`config.mk`:
```
export PLATFORM = sky130hd
export DESIGN_NAME = cache_port_arbiter_flat
export DESIGN_NICKNAME = d
export VERILOG_FILES = /design/src/rtl/cache_arb_pkg.sv /design/src/rtl/cache_port_arbiter_if.sv /design/src/rtl/cache_req_slot.sv /design/src/rtl/cache_port_arbiter.sv /design/src/flat_wrapper.sv
export SDC_FILE = /design/constraint.sdc
export NUM_CORES = 1
export LEC_CHECK = 0
export ABC_AREA = 1
export ABC_CLOCK_PERIOD_IN_PS = 1700
export BUFFER_PORTS_ARGS = -buffer_cell sky130_fd_sc_hd__buf_2
export CAP_MARGIN = 0
export CORE_ASPECT_RATIO = 0.6
export CORE_MARGIN = 5
export CORE_UTILIZATION = 40
export CTS_BUF_LIST = sky130_fd_sc_hd__clkbuf_16
export DETAILED_ROUTE_END_ITERATION = 6
export PLACE_DENSITY_LB_ADDON = 0.1
export SETUP_SLACK_MARGIN = 0.4
export SLEW_MARGIN = 20
export SYNTH_ARGS = -nofsm -noshare
export SYNTH_HDL_FRONTEND = slang
export SYNTH_SLANG_ARGS = --single-unit
```
`constraint.sdc`:
```
create_clock -name cache_clk -period 1.7 [get_ports cache_clk]
set_input_delay 0 -clock cache_clk [delete_from_list [all_inputs] [get_ports cache_clk]]
set_output_delay 0 -clock cache_clk [all_outputs]
set_load 0.02 [all_outputs]
```
`src/rtl/cache_arb_pkg.sv`:
```
// Shared encodings and default widths for the two-port cache request arbiter.
package cache_arb_pkg;

    localparam int unsigned DEF_ADDR_SIZE = 16;
    localparam int unsigned DEF_WORD_SIZE = 32;
    localparam int unsigned BVAL_SIZE     = 4;

    localparam logic [1:0] ST_IDLE  = 2'd0;
    localparam logic [1:0] ST_ISSUE = 2'd1;
    localparam logic [1:0] ST_WAIT  = 2'd2;

    typedef enum logic [1:0] {
        IDLE  = ST_IDLE,
        ISSUE = ST_ISSUE,
        WAIT  = ST_WAIT
    } arb_state_e;

    typedef enum logic {
        RD = 1'b0,
        WR = 1'b1
    } req_type_e;

endpackage

```
`src/rtl/cache_port_arbiter_if.sv`:
```
// Requester-side and cache-side signal bundle of the cache port arbiter.
interface cache_port_arbiter_if
    import cache_arb_pkg::*;
#(
    parameter int unsigned ADDR_SIZE = DEF_ADDR_SIZE,
    parameter int unsigned WORD_SIZE = DEF_WORD_SIZE
);

    logic [ADDR_SIZE-1:0] req0_addr,  req1_addr;
    logic [WORD_SIZE-1:0] req0_wdata, req1_wdata;
    logic [BVAL_SIZE-1:0] req0_bval,  req1_bval;
    logic                 req0_rd,    req1_rd;
    logic                 req0_wr,    req1_wr;
    logic                 req0_ack,   req1_ack;
    logic [WORD_SIZE-1:0] req0_rdata, req1_rdata;

    logic [ADDR_SIZE-1:0] cache_addr;
    logic [WORD_SIZE-1:0] cache_wdata;
    logic [BVAL_SIZE-1:0] cache_bval;
    logic                 cache_rd;
    logic                 cache_wr;
    logic                 cache_ack;
    logic [WORD_SIZE-1:0] cache_rdata;

    logic                 busy;
    logic                 arb_timeout;

    modport slave (
        input  req0_addr, req1_addr, req0_wdata, req1_wdata, req0_bval, req1_bval,
        input  req0_rd, req1_rd, req0_wr, req1_wr,
        input  cache_ack, cache_rdata,
        output req0_ack, req1_ack, req0_rdata, req1_rdata,
        output cache_addr, cache_wdata, cache_bval, cache_rd, cache_wr,
        output busy, arb_timeout
    );

    modport master (
        output req0_addr, req1_addr, req0_wdata, req1_wdata, req0_bval, req1_bval,
        output req0_rd, req1_rd, req0_wr, req1_wr,
        output cache_ack, cache_rdata,
        input  req0_ack, req1_ack, req0_rdata, req1_rdata,
        input  cache_addr, cache_wdata, cache_bval, cache_rd, cache_wr,
        input  busy, arb_timeout
    );

endinterface

```
`src/rtl/cache_req_slot.sv`:
```
// One-deep capture register for a requester: latches a rd/wr pulse and holds it
// pending until the arbiter completes it.
module cache_req_slot
    import cache_arb_pkg::*;
#(
    parameter int unsigned ADDR_SIZE = DEF_ADDR_SIZE,
    parameter int unsigned WORD_SIZE = DEF_WORD_SIZE
) (
    input  logic                 clk,
    input  logic                 rst,
    input  logic                 rd,
    input  logic                 wr,
    input  logic [ADDR_SIZE-1:0] addr,
    input  logic [WORD_SIZE-1:0] wdata,
    input  logic [BVAL_SIZE-1:0] bval,
    input  logic                 clear,
    output logic                 pending,
    output logic [ADDR_SIZE-1:0] held_addr,
    output logic [WORD_SIZE-1:0] held_wdata,
    output logic [BVAL_SIZE-1:0] held_bval,
    output req_type_e            held_type
);

    // A pulse arriving while the slot is occupied is dropped; wr beats rd.
    always_ff @(posedge clk) begin
        if (rst) begin
            pending    <= 1'b0;
            held_addr  <= '0;
            held_wdata <= '0;
            held_bval  <= '0;
            held_type  <= RD;
        end else if (clear) begin
            pending <= 1'b0;
        end else if (!pending && (rd || wr)) begin
            pending    <= 1'b1;
            held_addr  <= addr;
            held_wdata <= wdata;
            held_bval  <= bval;
            held_type  <= wr ? WR : RD;
        end
    end

endmodule

```
`src/rtl/cache_port_arbiter.sv`:
```
// Round-robin arbiter serialising fetch (port 0) and load/store (port 1) requests
// onto one cache port. Optional WAIT watchdog enabled by CACHE_ARB_TIMEOUT_EN.
module cache_port_arbiter
    import cache_arb_pkg::*;
#(
    parameter int unsigned ADDR_SIZE      = DEF_ADDR_SIZE,
    parameter int unsigned WORD_SIZE      = DEF_WORD_SIZE,
    parameter int unsigned TIMEOUT_CYCLES = 255
) (
    input logic                 cache_clk,
    input logic                 cache_reset,
    cache_port_arbiter_if.slave bus
);

    logic                 pend0, pend1, clear0, clear1;
    logic [ADDR_SIZE-1:0] s0_addr, s1_addr;
    logic [WORD_SIZE-1:0] s0_wdata, s1_wdata;
    logic [BVAL_SIZE-1:0] s0_bval, s1_bval;
    req_type_e            s0_type, s1_type;

    cache_req_slot #(.ADDR_SIZE(ADDR_SIZE), .WORD_SIZE(WORD_SIZE)) u_slot0 (
        .clk(cache_clk), .rst(cache_reset),
        .rd(bus.req0_rd), .wr(bus.req0_wr), .addr(bus.req0_addr),
        .wdata(bus.req0_wdata), .bval(bus.req0_bval), .clear(clear0),
        .pending(pend0), .held_addr(s0_addr), .held_wdata(s0_wdata),
        .held_bval(s0_bval), .held_type(s0_type)
    );

    cache_req_slot #(.ADDR_SIZE(ADDR_SIZE), .WORD_SIZE(WORD_SIZE)) u_slot1 (
        .clk(cache_clk), .rst(cache_reset),
        .rd(bus.req1_rd), .wr(bus.req1_wr), .addr(bus.req1_addr),
        .wdata(bus.req1_wdata), .bval(bus.req1_bval), .clear(clear1),
        .pending(pend1), .held_addr(s1_addr), .held_wdata(s1_wdata),
        .held_bval(s1_bval), .held_type(s1_type)
    );

    arb_state_e           state;
    logic                 grant, last_grant;
    logic                 rd_strobe, wr_strobe, ack0, ack1, busy_r;
    logic [ADDR_SIZE-1:0] out_addr;
    logic [WORD_SIZE-1:0] out_wdata, rdata0, rdata1;
    logic [BVAL_SIZE-1:0] out_bval;

    logic                 any_pend, both_pend, pick, take_ack, expire, done;
    logic [ADDR_SIZE-1:0] sel_addr;
    logic [WORD_SIZE-1:0] sel_wdata, ret_data;
    logic [BVAL_SIZE-1:0] sel_bval;
    req_type_e            sel_type;

    // Grant selection: on contention the port that did not win last time goes next.
    always_comb begin
        any_pend  = pend0 | pend1;
        both_pend = pend0 & pend1;
        pick      = both_pend ? ~last_grant : pend1;
        sel_addr  = pick ? s1_addr  : s0_addr;
        sel_wdata = pick ? s1_wdata : s0_wdata;
        sel_bval  = pick ? s1_bval  : s0_bval;
        sel_type  = pick ? s1_type  : s0_type;
        take_ack  = (state != IDLE) && bus.cache_ack;
        done      = take_ack | expire;
        ret_data  = expire ? '0 : bus.cache_rdata;
        clear0    = done & ~grant;
        clear1    = done & grant;
    end

`ifdef CACHE_ARB_TIMEOUT_EN
    localparam int unsigned CNT_W = ($clog2(TIMEOUT_CYCLES + 1) > 8) ?
                                    $clog2(TIMEOUT_CYCLES + 1) : 8;
    logic [CNT_W-1:0] wait_cnt;
    logic             timeout_r;

    // A cache_ack in the expiry cycle wins, so expiry requires no ack.
    assign expire = (state == WAIT) && !bus.cache_ack &&
                    (wait_cnt == CNT_W'(TIMEOUT_CYCLES - 1));

    always_ff @(posedge cache_clk) begin
        if (cache_reset) begin
            wait_cnt  <= '0;
            timeout_r <= 1'b0;
        end else begin
            timeout_r <= expire;
            if (state == ISSUE)
                wait_cnt <= '0;
            else if (state == WAIT)
                wait_cnt <= wait_cnt + CNT_W'(1);
        end
    end

    assign bus.arb_timeout = timeout_r;
`else
    logic unused_timeout_cfg;
    assign unused_timeout_cfg = ^TIMEOUT_CYCLES;
    assign expire             = 1'b0;
    assign bus.arb_timeout    = 1'b0;
`endif

    // IDLE -> ISSUE -> WAIT -> IDLE; completion returns to IDLE from ISSUE or WAIT.
    always_ff @(posedge cache_clk) begin
        if (cache_reset) begin
            state      <= IDLE;
            grant      <= 1'b0;
            last_grant <= 1'b1;
            rd_strobe  <= 1'b0;
            wr_strobe  <= 1'b0;
            out_addr   <= '0;
            out_wdata  <= '0;
            out_bval   <= '0;
            ack0       <= 1'b0;
            ack1       <= 1'b0;
            rdata0     <= '0;
            rdata1     <= '0;
            busy_r     <= 1'b0;
        end else begin
            rd_strobe <= 1'b0;
            wr_strobe <= 1'b0;
            ack0      <= 1'b0;
            ack1      <= 1'b0;
            if (done) begin
                state  <= IDLE;
                busy_r <= 1'b0;
                if (grant) begin
                    ack1   <= 1'b1;
                    rdata1 <= ret_data;
                end else begin
                    ack0   <= 1'b1;
                    rdata0 <= ret_data;
                end
            end else begin
                unique case (state)
                    IDLE: begin
                        if (any_pend) begin
                            state     <= ISSUE;
                            busy_r    <= 1'b1;
                            grant     <= pick;
                            rd_strobe <= (sel_type == RD);
                            wr_strobe <= (sel_type == WR);
                            out_addr  <= sel_addr;
                            out_wdata <= sel_wdata;
                            out_bval  <= sel_bval;
                            if (both_pend)
                                last_grant <= pick;
                        end
                    end
                    ISSUE:   state <= WAIT;
                    WAIT:    state <= WAIT;
                    default: begin
                        state  <= IDLE;
                        busy_r <= 1'b0;
                    end
                endcase
            end
        end
    end

    assign bus.cache_rd    = rd_strobe;
    assign bus.cache_wr    = wr_strobe;
    assign bus.cache_addr  = out_addr;
    assign bus.cache_wdata = out_wdata;
    assign bus.cache_bval  = out_bval;
    assign bus.req0_ack    = ack0;
    assign bus.req1_ack    = ack1;
    assign bus.req0_rdata  = rdata0;
    assign bus.req1_rdata  = rdata1;
    assign bus.busy        = busy_r;

endmodule

```
`src/flat_wrapper.sv`:
```
// flat-port wrapper written by rule: the top's interface ports become plain ports
module cache_port_arbiter_flat import cache_arb_pkg::*;
#(
    parameter int unsigned ADDR_SIZE      = DEF_ADDR_SIZE,
    parameter int unsigned WORD_SIZE      = DEF_WORD_SIZE,
    parameter int unsigned TIMEOUT_CYCLES = 255
)
  (cache_clk, cache_reset, bus_req0_addr, bus_req1_addr, bus_req0_wdata, bus_req1_wdata, bus_req0_bval, bus_req1_bval, bus_req0_rd, bus_req1_rd, bus_req0_wr, bus_req1_wr, bus_cache_ack, bus_cache_rdata, bus_req0_ack, bus_req1_ack, bus_req0_rdata, bus_req1_rdata, bus_cache_addr, bus_cache_wdata, bus_cache_bval, bus_cache_rd, bus_cache_wr, bus_busy, bus_arb_timeout);
  cache_port_arbiter_if #(.ADDR_SIZE(ADDR_SIZE), .WORD_SIZE(WORD_SIZE)) bus_i ();
  input logic cache_clk;
  input logic cache_reset;
  input wire logic [$bits(bus_i.req0_addr)-1:0] bus_req0_addr;
  input wire logic [$bits(bus_i.req1_addr)-1:0] bus_req1_addr;
  input wire logic [$bits(bus_i.req0_wdata)-1:0] bus_req0_wdata;
  input wire logic [$bits(bus_i.req1_wdata)-1:0] bus_req1_wdata;
  input wire logic [$bits(bus_i.req0_bval)-1:0] bus_req0_bval;
  input wire logic [$bits(bus_i.req1_bval)-1:0] bus_req1_bval;
  input wire logic [$bits(bus_i.req0_rd)-1:0] bus_req0_rd;
  input wire logic [$bits(bus_i.req1_rd)-1:0] bus_req1_rd;
  input wire logic [$bits(bus_i.req0_wr)-1:0] bus_req0_wr;
  input wire logic [$bits(bus_i.req1_wr)-1:0] bus_req1_wr;
  input wire logic [$bits(bus_i.cache_ack)-1:0] bus_cache_ack;
  input wire logic [$bits(bus_i.cache_rdata)-1:0] bus_cache_rdata;
  output wire logic [$bits(bus_i.req0_ack)-1:0] bus_req0_ack;
  output wire logic [$bits(bus_i.req1_ack)-1:0] bus_req1_ack;
  output wire logic [$bits(bus_i.req0_rdata)-1:0] bus_req0_rdata;
  output wire logic [$bits(bus_i.req1_rdata)-1:0] bus_req1_rdata;
  output wire logic [$bits(bus_i.cache_addr)-1:0] bus_cache_addr;
  output wire logic [$bits(bus_i.cache_wdata)-1:0] bus_cache_wdata;
  output wire logic [$bits(bus_i.cache_bval)-1:0] bus_cache_bval;
  output wire logic [$bits(bus_i.cache_rd)-1:0] bus_cache_rd;
  output wire logic [$bits(bus_i.cache_wr)-1:0] bus_cache_wr;
  output wire logic [$bits(bus_i.busy)-1:0] bus_busy;
  output wire logic [$bits(bus_i.arb_timeout)-1:0] bus_arb_timeout;
  assign bus_i.req0_addr = bus_req0_addr;
  assign bus_i.req1_addr = bus_req1_addr;
  assign bus_i.req0_wdata = bus_req0_wdata;
  assign bus_i.req1_wdata = bus_req1_wdata;
  assign bus_i.req0_bval = bus_req0_bval;
  assign bus_i.req1_bval = bus_req1_bval;
  assign bus_i.req0_rd = bus_req0_rd;
  assign bus_i.req1_rd = bus_req1_rd;
  assign bus_i.req0_wr = bus_req0_wr;
  assign bus_i.req1_wr = bus_req1_wr;
  assign bus_i.cache_ack = bus_cache_ack;
  assign bus_i.cache_rdata = bus_cache_rdata;
  assign bus_req0_ack = bus_i.req0_ack;
  assign bus_req1_ack = bus_i.req1_ack;
  assign bus_req0_rdata = bus_i.req0_rdata;
  assign bus_req1_rdata = bus_i.req1_rdata;
  assign bus_cache_addr = bus_i.cache_addr;
  assign bus_cache_wdata = bus_i.cache_wdata;
  assign bus_cache_bval = bus_i.cache_bval;
  assign bus_cache_rd = bus_i.cache_rd;
  assign bus_cache_wr = bus_i.cache_wr;
  assign bus_busy = bus_i.busy;
  assign bus_arb_timeout = bus_i.arb_timeout;
  cache_port_arbiter #(.ADDR_SIZE(ADDR_SIZE), .WORD_SIZE(WORD_SIZE), .TIMEOUT_CYCLES(TIMEOUT_CYCLES)) u_core (.cache_clk(cache_clk), .cache_reset(cache_reset), .bus(bus_i));
endmodule
```
Yosys cells after proc, flatten, opt, wreduce, memory -nomap -nowiden
Index checks and enable logic that the tools add are counted.

Bits of input ports: 143. Register bits: 233.

Eq/ne operators: 3. Mux-type cells: 13. Reductions and logical operators: 22. Bitwise gates (word level): 13.

Operators with widths (number): 2-to-1 mux 32 bit (1); 2-to-1 mux 16 bit (1); AND reduction 2 bit (5); OR reduction 2 bit (5); inverter 1 bit (9); 2-to-1 mux 1 bit (7); 2-to-1 mux 4 bit (1); case mux 2 bit (2 select lines) (1); AND reduction 4 bit (1); OR reduction 4 bit (1); bitwise AND 1 bit (3); logical AND 1 bit (3); AND reduction 3 bit (1); == test 2 x 1 -> 1 bit (second input constant) (1); == test 2 bit (second input constant) (1); zero test 1 bit (2); zero test 2 bit (1); logical OR 1 bit (2); 2-to-1 mux 2 bit (1); inequality test 2 x 1 -> 1 bit (second input constant) (1); case mux 1 bit (2 select lines) (1); nonzero test 2 bit (1); OR 1 bit (1).

Longest topological paths before layout
Gate-level depths: netlist of run 1.

Depth after elaboration: 5. Mapped depth: 9.

Modules after synthesis
A second synthesis of run 1 with hierarchy kept.

Cell total of the unflattened synthesis: 1479. Area, all modules: 9974.6 um^2.

By module, submodules not included: cache_port_arbiter (area each 5200.0 um^2, cells an instance 775, sequential area each 2502.4 um^2, instances 1); cache_req_slot (area each 2387.3 um^2, cells an instance 352, sequential area each 1081.0 um^2, instances 2).

Least setup slack after synthesis of run 1
Ideal clock, no wire load.

Path kind: register -> register. Start: register u_core.state[0]. End: register u_core.u_slot1.held_wdata[17]. Cell stages (with the launch flop): 10. Data arrival time: 1.346 ns. Data required time: 1.588 ns. Path buffers: 2. Setup slack: 0.243 ns. Period minus slack after synthesis: 1.457 ns. Library setup time: 0.112 ns. Cells stage by stage: dfxtp_1 > inv_1 > ha_1 > inv_2 > nand3_1 > buf_2 > buf_2 > nand3_1 > nand2_1 > nor2_1.

Longest elaborated chain between the ends: 5.

Ends and longest elaborated chain: start, declared (line cache_port_arbiter.sv:37) `arb_state_e state;`; start signal, assigned (line cache_port_arbiter.sv:100) `state <= IDLE;`; start signal, assigned (line cache_port_arbiter.sv:119) `state <= IDLE;`; start signal, assigned (line cache_port_arbiter.sv:132) `state <= ISSUE;`; nonzero test 2 bit (line cache_port_arbiter.sv:59) `take_ack = (state != IDLE) && bus.cache_ack;`; logical AND 1 bit (line cache_port_arbiter.sv:59); bitwise AND 1 bit (line cache_port_arbiter.sv:63) `clear1 = done & grant;`; inverter 1 bit (no source line); AND reduction 2 bit (no source line); end signal, assigned (line cache_req_slot.sv:37) `held_wdata <= wdata;`; end, declared (line cache_req_slot.sv:19) `output logic [WORD_SIZE-1:0] held_wdata,`.

Every way passes these cells. A chain may end at the register's enable or synchronous reset.

Worst setup path in the final report of run 1
Start: register u_core.state[1]. End: register u_core.out_addr[6] (netlist: u_core.bus.cache_addr[6]).

Longest elaborated chain between the ends: 4.

Ends and longest elaborated chain: nonzero test 2 bit (line cache_port_arbiter.sv:59); logical AND 1 bit (line cache_port_arbiter.sv:59); inverter 1 bit (no source line); AND reduction 3 bit (no source line) *; end signal, assigned (line cache_port_arbiter.sv:137) `out_addr <= sel_addr;`; end, declared (line cache_port_arbiter.sv:40) `logic [ADDR_SIZE-1:0] out_addr;`.

Mark *: on every way between the ends. The rest lies on a longest branch, timed or not.

==> summary.md, run 1 <==
| Metric | Value |
|---|---|
| Outcome | `complete, no violations` |
| Clk_lat worst skew | `530 ps` |
| Final period util | `0.883` |
| GRT Util Overall | `0.238` |
| Fmax | `666 MHz` |
| ANT cells | `0` |
| Worst Hold Class | `in2reg` |
| Crit Path Max Fanout | `8` |
| Largest net degree at the start of global routing | `56` |
| Final WS setup | `198 ps` |
| Yosys reg bits | `233` |
| Via count | `10615` |
| First-pass GRT wire length | `52900 um` |
| Synthesized cell area | `0.00971 mm2` |
| Critical path cell sequence | `inv_2 -> ha_4 -> inv_6 -> nor2_4 -> buf_12 -> buf_12 -> clkbuf_16 -> o21ai_1 -> nor2_1` |
| Antenna violations before repair | `0` |
| Clock period minus worst slack | `1500 ps` |
| Final Skew | `26.0 ps` |
| TritonRoute pass-1 iters | `7` |
| Worst-path clk slew | `60 ps` |
| CP max stage cell | `dfxtp_2` |
| Antenna-violating nets left | `0` |
| Routed length per instance | `17.0 um` |
| Cell mode on critical path | `buf_12` |
| Slew headroom | `0.636` |
| Post-synthesis cell type count | `22` |
| Final hold viol count | `0` |
| RSZ-0062 raised after global routing | `yes` |
| Routability cong. | `0.769` |
| Main synth FF type | `dfxtp_1` |
| Top post-synthesis cells by area | `dfxtp_1, nor2_1, nand2_1` |
| Die ar. | `0.0276 mm2` |
| Post-synthesis sequential area ratio | `0.480` |
| Max Slew Vio Count | `0` |
| I/O Pins | `265` |
| Peak supply drop | `0.696 mV` |
| Vias in the first global route | `9576` |
| Final setup violation count | `0` |
| Max incr delay on CP | `320 ps` |
| Crit path launch type | `flip-flop` |
| Syn_area_per_cell | `6.62 um2` |
| Largest area contributor in the netlist | `dfxtp_1` |
| Post-synth EDFFs | `0` |
| Post-DP HPWL | `19400 um` |
| DRT iter0 DRCs | `881` |
| Ys async rst share | `0` |
| Initial core utilization | `0.404` |
| Die Y | `131 um` |
| # port buffers | `263` |
| Pwr Density | `1370 mW/mm2` |
| Cell Count Post-Placement | `1985` |
| Htree depth | `1` |
| CTS tree | `done` |
| Cell area after layout | `0.0158 mm2` |
| Row count | `44` |
| Max clock buf depth | `3` |
| Yosys Warn Count | `0` |
| P_leak | `8.04 nW` |
| DP Area | `0.0115 mm2` |
| Clock Sinks | `233` |
| Synth top cells by count | `nor2_1, nand2_1, dfxtp_1` |
| Fin util | `0.656` |
| Core Footprint | `0.0241 mm2` |
| CTS root buffer | `clkbuf_16` |
| Syn nets | `1611` |
| Count leader, synth | `nor2_1` |
| Nets | `2036` |
| Slew @ Worst Pin | `546 ps` |
| Pre-CTS WS | `162 ps` |
| Layout area overhead | `62.5%` |
| Finished Layout Cells | `2229` |
| Setup TNS | `0 ps` |
| Crit path kind | `reg2reg` |
| Critical path endpoint category | `flip-flop` |
| Die Wd | `211 um` |
| Post-synthesis cell count | `1466` |
| Drt via density | `4.76` |
| # DRC | `0` |
| Max cap viols | `0` |
| Area share of the largest cell type after synthesis | `0.480` |
| TritonCTS Buffers | `23` |
| Post-Route WL | `37800 um` |
| Overflow after GRT | `0` |
| Worst EP arrival | `1960 ps` |
| Fraction of layout cells with a size suffix above 1 | `0.307` |
| Worst Path Required | `2160 ps` |
## layout make-up
class                   instances  area (um2)
multi-input cells             972        4930
fillers                      2104        8280
well taps                     322         403
clock buffers                  23         576
clock inverters                18         106
inverters                     169         676
flip-flops and latches        233        4670
repair buffers                492        4420
## worst max-delay path, delay by kind of cell, from the launching register on
family	cells	cell delay, ps
buf+inv	5	610
flops	1	320
simple gates	2	260
fa+ha+maj	1	160
compound gates	1	60
## worst paths after layout
check | from | endpoint | slack (ps) | cells past startpoint
setup / recovery | u_core.state[1] | u_core.bus.cache_addr[6] | 200 | 9
hold / removal | bus_req1_rd | u_core.u_slot1.held_wdata[4] | 190 | 7
setup reg to reg | u_core.state[1] | u_core.bus.cache_addr[6] | 200 | 9
hold reg to reg | u_core.bus.req0_rdata[19] | u_core.bus.req0_rdata[19] | 460 | 2
## repair_timing
item | 4_1_cts | 5_1_grt
setup buffers | 21 | 4
hold buffers | 141 | 0
cloned | 15 | 22
gates resized for setup | 86 | 249
setup endpoints to repair | 222 | 229
pin swaps | 15 | 94
endpoints found under the hold margin | 177 | 0
## cell usage in the layout, fill, tap and decap left out, types with 23 or more instances in the layout
master	Yosys	layout
nand2_1	350	271
nor2_1	376	313
nand2_2	1	23
o21ai_0	45	34
buf_2	40	263
a21oi_2	0	29
nand3_1	140	136
nor2_2	3	45
clkbuf_16	0	42
dlygate4sd3_1	0	141
inv_1	164	167
nand2_4	0	56
dfxtp_1	233	229
## power breakdown
group | switching, W | internal (W) | total (W)
sequential | 0.000743 | 0.00676 | 0.00750
clock | 0.00221 | 0.00261 | 0.00481
combinational | 0.00537 | 0.00402 | 0.00939
## through the flow
step	hold slack [ps]	power (W)
floorplan	103	0.0116
global placement	204	0.0138
detailed placement	208	0.0139
CTS	99.2	0.0201
global route	219	0.0229
finish	189	0.0217
## kinds of logic after synthesis
kind of cell | Yosys count | share of synthesized area
adder cells (fa/ha/maj) | 2 | 0.00258
buffers and inverters | 261 | 0.109
flip-flops | 233 | 0.480
AO/OA/AOI/OAI | 96 | 0.0497
AND/OR/NAND/NOR | 873 | 0.358
other | 1 | 0.000386
## flip-flops by register name (all words and copies together) (netlist names)
register                   cells
u_core.bus.req0_rdata         32
u_core.bus.req1_rdata         32
u_core.u_slot0.held_bval       4
u_core.bus.req0_ack            1
u_core.state                   2
u_core.u_slot1.held_type       1
u_core.u_slot0.pending         1
u_core.bus.req1_ack            1
u_core.grant                   1
u_core.bus.cache_wr            1
u_core.bus.cache_wdata        32
u_core.bus.cache_addr         16
u_core.bus.busy                1
u_core.last_grant              1
u_core.u_slot1.held_bval       4
u_core.u_slot0.held_type       1
u_core.u_slot1.held_addr      16
u_core.u_slot0.held_wdata     32
u_core.u_slot1.held_wdata     32
u_core.u_slot1.pending         1
u_core.bus.cache_bval          4
u_core.u_slot0.held_addr      16
u_core.bus.cache_rd            1
## metal layers
metal  track usage  part of all wire  vias to the layer above
li1              -                 -                     5303
met1         0.350              0.49                     4961
met2         0.367              0.43                      310
met3        0.0465             0.065                       41
met4        0.0507             0.015                        0
met5             0                 0                        -
Note: power is estimated with default switching activity, not from simulation.
==> inputs of run 2 (changes only) <==
--- a/config.mk
+++ b/config.mk
@@ -5,7 +5,6 @@
 export SDC_FILE = /design/constraint.sdc
 export NUM_CORES = 1
 export LEC_CHECK = 0
-export ABC_AREA = 1
 export ABC_CLOCK_PERIOD_IN_PS = 1700
 export BUFFER_PORTS_ARGS = -buffer_cell sky130_fd_sc_hd__buf_2
 export CAP_MARGIN = 0
==> run 2 against run 1 <==
Effect of this change: routed wire length decreased by 20%; fmax down 4.7%; critical endpoint is now u_core.bus.cache_addr[8]; area after synthesis is 3.0% lower; critical path type unchanged; synthesized cell count is 36% lower; clock skew is 11 ps lower; highest routed layer unchanged; largest power group unchanged.
==> summary.md, run 2 <==
| Metric | Value |
|---|---|
| ANT cells | `0 (unchanged)` |
| First-pass GRT wire length | `45800 um (-13%)` |
| Fraction of layout cells with a size suffix above 1 | `0.318 (+0.0109)` |
| Vias in the first global route | `8306 (-13%)` |
| Largest area contributor in the netlist | `dfxtp_1` |
| Layout area overhead | `53.7%` |
| Largest net degree at the start of global routing | `98 (+75%)` |
| Clk_lat worst skew | `510 ps (-20 ps)` |
| GRT Util Overall | `0.208 (-0.0300)` |
| Die Wd | `208 um (-1.4%)` |
| CTS root buffer | `clkbuf_16` |
| Final hold viol count | `0 (unchanged)` |
| Worst Hold Class | `in2reg` |
| Main synth FF type | `dfxtp_1` |
| TritonCTS Buffers | `22 (-4.3%)` |
| Syn_area_per_cell | `9.97 um2 (+51%)` |
| Syn nets | `1090 (-32%)` |
| Fmax | `635 MHz (-4.7%)` |
| Pre-CTS WS | `102 ps (-60.0 ps)` |
| Overflow after GRT | `0 (unchanged)` |
| Count leader, synth | `dfxtp_1` |
| Pwr Density | `1480 mW/mm2 (+7.6%)` |
| Htree depth | `1 (unchanged)` |
| Final Skew | `15.5 ps (-10.5 ps)` |
| Max Slew Vio Count | `0 (unchanged)` |
| Die Y | `129 um (-1.4%)` |
| Clock Sinks | `233 (unchanged)` |
| Yosys Warn Count | `0 (unchanged)` |
| I/O Pins | `265 (unchanged)` |
| Post-Route WL | `30400 um (-20%)` |
| Cell Count Post-Placement | `1468 (-26%)` |
| Peak supply drop | `0.773 mV (+11%)` |
| Synth top cells by count | `dfxtp_1, nand2b_1, mux2i_1` |
| Most frequent cells in the layout | `buf_2, dfxtp_1, nand2b_1, dlygate4sd3_1, mux2i_1` |
| Cell area after layout | `0.0145 mm2 (-8.3%)` |
| Post-synth EDFFs | `0 (unchanged)` |
| Post-synthesis sequential area ratio | `0.495 (+0.0147)` |
| Min-delay src | `bus_req0_rd` |
| Routed length per instance | `17.9 um (+5.7%)` |
| Area share of the largest cell type after synthesis | `0.495 (+0.0147)` |
| Crit path kind | `reg2reg` |
| Most common cell after layout, fill and taps aside | `buf_2` |
| Initial core utilization | `0.407 (+0.00367)` |
| Final period util | `0.926 (+0.0432)` |
| DP Area | `0.0112 mm2 (-2.5%)` |
| CP startpoint | `u_core.state[1]` |
| Crit path launch type | `flip-flop` |
| RSZ-0062 raised after global routing | `yes` |
| Critical path endpoint category | `flip-flop` |
| Core Footprint | `0.0231 mm2 (-3.8%)` |
| Worst EP arrival | `1940 ps (-20 ps)` |
| Drt via density | `4.85 (+1.9%)` |
| Nets | `1508 (-26%)` |
| Final WS setup | `125 ps (-73.5 ps)` |
| Clock period minus worst slack | `1580 ps (+73.5 ps)` |
| Ys async rst share | `0 (unchanged)` |
| Antenna-violating nets left | `0 (unchanged)` |
| Max cap viols | `0 (unchanged)` |
| # port buffers | `263 (unchanged)` |
| Via count | `8219 (-23%)` |
| DRT iter0 DRCs | `401 (-54%)` |
| TritonRoute pass-1 iters | `5 (-2)` |
| Synthesized cell area | `0.00942 mm2 (-3.0%)` |
| Crit Path Max Fanout | `4 (-4)` |
| CTS tree | `done` |
| Die ar. | `0.0268 mm2 (-2.8%)` |
| Routability cong. | `0.752 (-2.2%)` |
| Final-layout fill cell count | `1935 (-8.0%)` |
| Worst Path Required | `2070 ps (-90 ps)` |
| Crit Reg-Reg Startpoint | `u_core.state[1]` |
| Top post-synthesis cells by area | `dfxtp_1, nand2b_1, mux2i_1` |
| Yosys reg bits | `233 (unchanged)` |
| P_leak | `6.34 nW (-21%)` |
| Total power | `0.0214 W (-1.3%)` |
| Post-DP HPWL | `17200 um (-11%)` |
| Setup TNS | `0 ps (unchanged)` |
| Post-synthesis cell type count | `35 (+59%)` |
| Worst-path clk slew | `70 ps (about the same)` |
| Max clock buf depth | `3 (unchanged)` |
| # DRC | `0 (unchanged)` |
| Outcome | `complete, no violations` |
| Antenna violations before repair | `0 (unchanged)` |
| Row count | `43 (-2.3%)` |
| Final setup violation count | `0 (unchanged)` |
| Finished Layout Cells | `1694 (-24%)` |
| Post-synthesis cell count | `945 (-36%)` |
## run 2: changes by cell type in the layout (fill, tap and decap cells not counted), sizes merged, moves of 10 or more
cell | previous run | this run
a211oi | 0 | 53
a21oi | 37 | 55
a22o | 0 | 64
clkbuf | 42 | 32
inv | 175 | 4
mux2i | 0 | 108
nand2 | 351 | 54
nand2b | 0 | 215
nand3 | 141 | 1
nor2 | 380 | 57
o21ai | 58 | 1
## run 2: cell families (layout without fill, tap and decap cells)
logic type                 Yosys count  in the layout  synth area share
and+or+nand+nor                    337            337             0.198
DFF                                233            233             0.495
AOI/OAI and AO/OA                  180            180             0.139
muxes                              108            108             0.115
buffers and inverters               83            517            0.0486
adders and majority gates            2              2           0.00266
other                                1              1          0.000398
xor gates and xnor gates             1              1          0.000930
## run 2: metal layers
| metal | part of all wire | up-vias | track usage |
|---|---|---|---|
| li1 | - | 4069 | - |
| met5 | 0 | - | 0 |
| met4 | 0.012 | 0 | 0.0332 |
| met1 | 0.49 | 3906 | 0.303 |
| met2 | 0.45 | 212 | 0.334 |
| met3 | 0.051 | 32 | 0.0361 |
## run 2: critical path, cell delays in order, from the launching register on
cell      delay, ps
dfxtp_2         330
inv_2            50
ha_4            180
buf_6           120
buf_6           110
o21a_4          130
buf_12          150
buf_16          130
buf_4           140
nor2_2           70
a211oi_1         40
## run 2: worst paths after layout
path                         endpoint  slack [ps]  cells past startpoint
max reg2reg  u_core.bus.cache_addr[8]         120                     10
max          u_core.bus.cache_addr[8]         120                     10
min            u_core.u_slot0.pending         240                      3
min reg2reg  u_core.bus.cache_addr[9]         440                      2
## run 2: report_power, final
part	switching, W	internal, W
Clock	0.00216	0.00306
Combinational	0.00464	0.00417
Sequential	0.000766	0.00662
Total	0.00757	0.0139
## run 2: per-stage QoR
step / hold slack, ps / util
finish: 243 / 0.626
global route: 235 / 0.626
detailed placement: 222 / 0.484
global placement: 225 / 0.484
floorplan: 118 / -
CTS: 228 / 0.603
## run 2: final cells by class
class / count / area [um2] / area share
tap: 315 / 394 / 0.0272
sequential: 233 / 4670 / 0.323
inverter: 2 / 7.51 / 0.000518
timing repair buffer: 475 / 3980 / 0.275
clock buffer: 23 / 576 / 0.0397
multi-input combinational: 629 / 4670 / 0.323
clock inverter: 17 / 184 / 0.0127
## run 2: timing repair
item	in CTS	in global routing
gates resized for setup	43	52
setup endpoints to repair	228	232
hold endpoints to repair	178	0
setup buffers	18	4
hold buffers	142	0
cloned	10	12
pin swaps	22	10
==> inputs of run 3 (changes only) <==
--- a/config.mk
+++ b/config.mk
@@ -13,8 +13,9 @@
 export CORE_UTILIZATION = 40
 export CTS_BUF_LIST = sky130_fd_sc_hd__clkbuf_16
 export DETAILED_ROUTE_END_ITERATION = 6
-export PLACE_DENSITY_LB_ADDON = 0.1
+export PLACE_DENSITY = 0.6
 export SETUP_SLACK_MARGIN = 0.4
+export SKIP_LAST_GASP = 1
 export SLEW_MARGIN = 20
 export SYNTH_ARGS = -nofsm -noshare
 export SYNTH_HDL_FRONTEND = slang
==> run 3 against run 2 <==
Effect of this change: final area is 5.4% higher; register-to-register slack worse by 30 ps; routed wire length up 11%; final cell count increased by 1.0%; flip-flop and latch count did not move; die area is the same; critical path depth down 3; largest cell class is now multi-input combinational cells; combinational power grew 23%; first-iteration DRC count increased by 50%.
==> summary.md, run 3 (same netlist as run 2, synthesis figures left out) <==
| Metric | Value |
|---|---|
| CP max stage cell | `dfxtp_2` |
| Fmax | `622 MHz (-2.0%)` |
| Crit path launch type | `flip-flop` |
| Met3 Use GR | `0.0468 (+0.0107)` |
| GR Util met2 | `0.337 (+0.00288)` |
| I/O Pins | `265 (unchanged)` |
| Core Footprint | `0.0231 mm2 (unchanged)` |
| Pwr Density | `1500 mW/mm2 (+1.7%)` |
| Crit path depth | `7 (-3)` |
| Crit path kind | `reg2reg` |
| Critical path cell sequence | `inv_2 -> ha_4 -> nor2b_4 -> a211oi_4 -> buf_12 -> clkbuf_16 -> mux2i_1` |
| Final period util | `0.946 (+0.0192)` |
| Internal power | `0.0144 W (+4.0%)` |
| TritonCTS Buffers | `23 (+4.5%)` |
| RSZ-0062 raised after global routing | `yes` |
| DRT iter0 DRCs | `601 (+50%)` |
| Worst EP arrival | `2040 ps (+100 ps)` |
| Routed length per instance | `19.7 um (+9.7%)` |
| Die ar. | `0.0268 mm2 (unchanged)` |
| # DRC | `0 (unchanged)` |
| CP startpoint | `u_core.state[1]` |
| Setup slack, reg-to-reg | `90 ps (-30 ps)` |
| Final Skew | `7.77 ps (-7.69 ps)` |
| GRT busiest layer | `met2` |
| Drt via density | `4.96 (+2.3%)` |
| Sw Share | `0.373 (+0.0195)` |
| GRT Util Overall | `0.212 (+0.00418)` |
| Overflow after GRT | `0 (unchanged)` |
| Layout area overhead | `62.0%` |
| M1 GR Usage | `0.303 (about the same)` |
| Max clock buf depth | `3 (unchanged)` |
| Clock share of power | `0.205 (-0.039)` |
| CP Buf/Inv Count | `3 (-3)` |
| Initial core utilization | `0.407 (unchanged)` |
| P_leak | `6.58 nW (+3.8%)` |
| Setup TNS | `0 ps (unchanged)` |
| Vias in the first global route | `8191 (-1.4%)` |
| Crit Reg-Reg Startpoint | `u_core.state[1]` |
| Crit Path Max Fanout | `8 (+4)` |
| Nets | `1523 (+0.99%)` |
| Routability cong. | `0.738 (-1.8%)` |
| # port buffers | `263 (unchanged)` |
| Final-layout fill cell count | `1821 (-5.9%)` |
| CP top delay family | `buffers and inverters` |
| RR Endpoint | `u_core.u_slot1.held_wdata[17]` |
| Htree depth | `1 (unchanged)` |
| Clk_lat worst skew | `510 ps (about the same)` |
| Worst Hold Class | `in2reg` |
| R2R cell count | `7 (-3)` |
| Pre-CTS WS | `10.3 ps (-92.1 ps)` |
| First-pass GRT wire length | `46100 um (+0.62%)` |
| Outcome | `complete, no violations` |
| Max Slew Vio Count | `0 (unchanged)` |
| CTS root buffer | `clkbuf_16` |
| Largest net degree at the start of global routing | `98 (unchanged)` |
| WHS | `60.2 ps (-183 ps)` |
| Die Y | `129 um (unchanged)` |
| Worst Path Required | `2130 ps (+60 ps)` |
| TritonRoute pass-1 iters | `5 (unchanged)` |
| CP Capture Point | `u_core.u_slot1.held_wdata[17]` |
| Final hold viol count | `0 (unchanged)` |
| Antenna violations before repair | `2 (+2)` |
| Final WS setup | `92.3 ps (-32.6 ps)` |
| Worst-path clk slew | `60 ps (about the same)` |
| Fraction of layout cells with a size suffix above 1 | `0.377 (+0.0597)` |
| Most common cell after layout, fill and taps aside | `buf_2` |
| Via count | `8495 (+3.4%)` |
| Die Wd | `208 um (unchanged)` |
| Total power | `0.0230 W (+7.2%)` |
| Sequential power share | `0.326 (-0.019)` |
| P_sw | `0.00856 W (+13%)` |
| Max incr delay on CP | `320 ps (about the same)` |
| Clock period minus worst slack | `1610 ps (+32.6 ps)` |
| Combinational share of power | `0.469 (+0.058)` |
| Max cap viols | `0 (unchanged)` |
| Post-Route WL | `33600 um (+11%)` |
| Critical path endpoint category | `flip-flop` |
| Clock Sinks | `233 (unchanged)` |
| Post-DP HPWL | `16800 um (-2.5%)` |
| Antenna-violating nets left | `0 (unchanged)` |
| Peak supply drop | `1.06 mV (+37%)` |
| Most frequent cells in the layout | `buf_2, dfxtp_1, nand2b_1, dlygate4sd3_1, mux2i_1` |
| Final setup violation count | `0 (unchanged)` |
| Row count | `43 (unchanged)` |
| CTS tree | `done` |
## run 3: cell count changes in the layout (fill, tap and decap cells not counted), sizes merged
cell	change
clkinvlp	-3
dlygate4sd3	-1
clkbuf	+6
buf	+9
diode	+2
bufinv	-3
clkinv	-2
inv	+9
## run 3: worst min path at each step
stage                              startpoint                   endpoint  slack, ps  depth (start not counted)
after global placement    bus_cache_rdata[11]  u_core.bus.req1_rdata[11]        220                          2
after CTS                       bus_cache_ack            u_core.state[1]         20                          4
after floorplan                   bus_req0_rd     u_core.u_slot0.pending        120                          1
after global routing            bus_cache_ack            u_core.state[1]         70                          4
final                           bus_cache_ack            u_core.state[1]         60                          4
after detailed placement  bus_cache_rdata[31]  u_core.bus.req0_rdata[31]        230                          2
## run 3: cell type report
type | instances | area (um2) | share of cell area
Antenna cell | 2 | 5.00 | 0.000328
Inverter | 2 | 7.51 | 0.000492
Clock buffer | 23 | 576 | 0.0377
Multi-Input combinational cell | 629 | 5130 | 0.336
Clock inverter | 18 | 100 | 0.00656
Sequential cell | 233 | 4670 | 0.306
Tap cell | 315 | 394 | 0.0258
Timing Repair Buffer | 489 | 4380 | 0.287
## run 3: worst reg2reg max path: stages (launching register included)
cell and delay, ps:
dfxtp_2 320, inv_2 80, ha_4 190, nor2b_4 60, a211oi_4 260, buf_12 210
clkbuf_16 210, mux2i_1 200
## run 3: what timing repair did
action	4_1_cts	5_1_grt
cloned	15	20
setup endpoints to repair	231	232
hold endpoints to repair	182	0
setup buffers	16	14
hold buffers	141	0
pin swaps	8	89
resized for setup	33	195
## run 3: power by group through the flow
stage	Combinational, W	Sequential [W]	Clock [W]
2_1_floorplan	0.00335	0.00815	0
3_5_place_dp	0.00612	0.00737	0
3_3_place_gp	0.00605	0.00737	0
6_report	0.0108	0.00750	0.00471
5_1_grt	0.0114	0.00762	0.00503
4_1_cts	0.00785	0.00729	0.00480
## run 3: layer usage
metal	up-vias	wire length [um]	part of all wire
met3	44	1920	0.057
met4	0	581	0.017
met1	4076	16600	0.49
met2	254	14600	0.43
li1	4121	-	-
met5	-	0	0
## run 3: stage by stage
step	cell area, um2	utilization	instances
after floorplan	9540	-	945
after global placement	11100	0.479	1462
after detailed placement	11100	0.479	1462
after CTS	13900	0.599	1675
after global routing	15300	0.660	1711
final	15300	0.660	1711
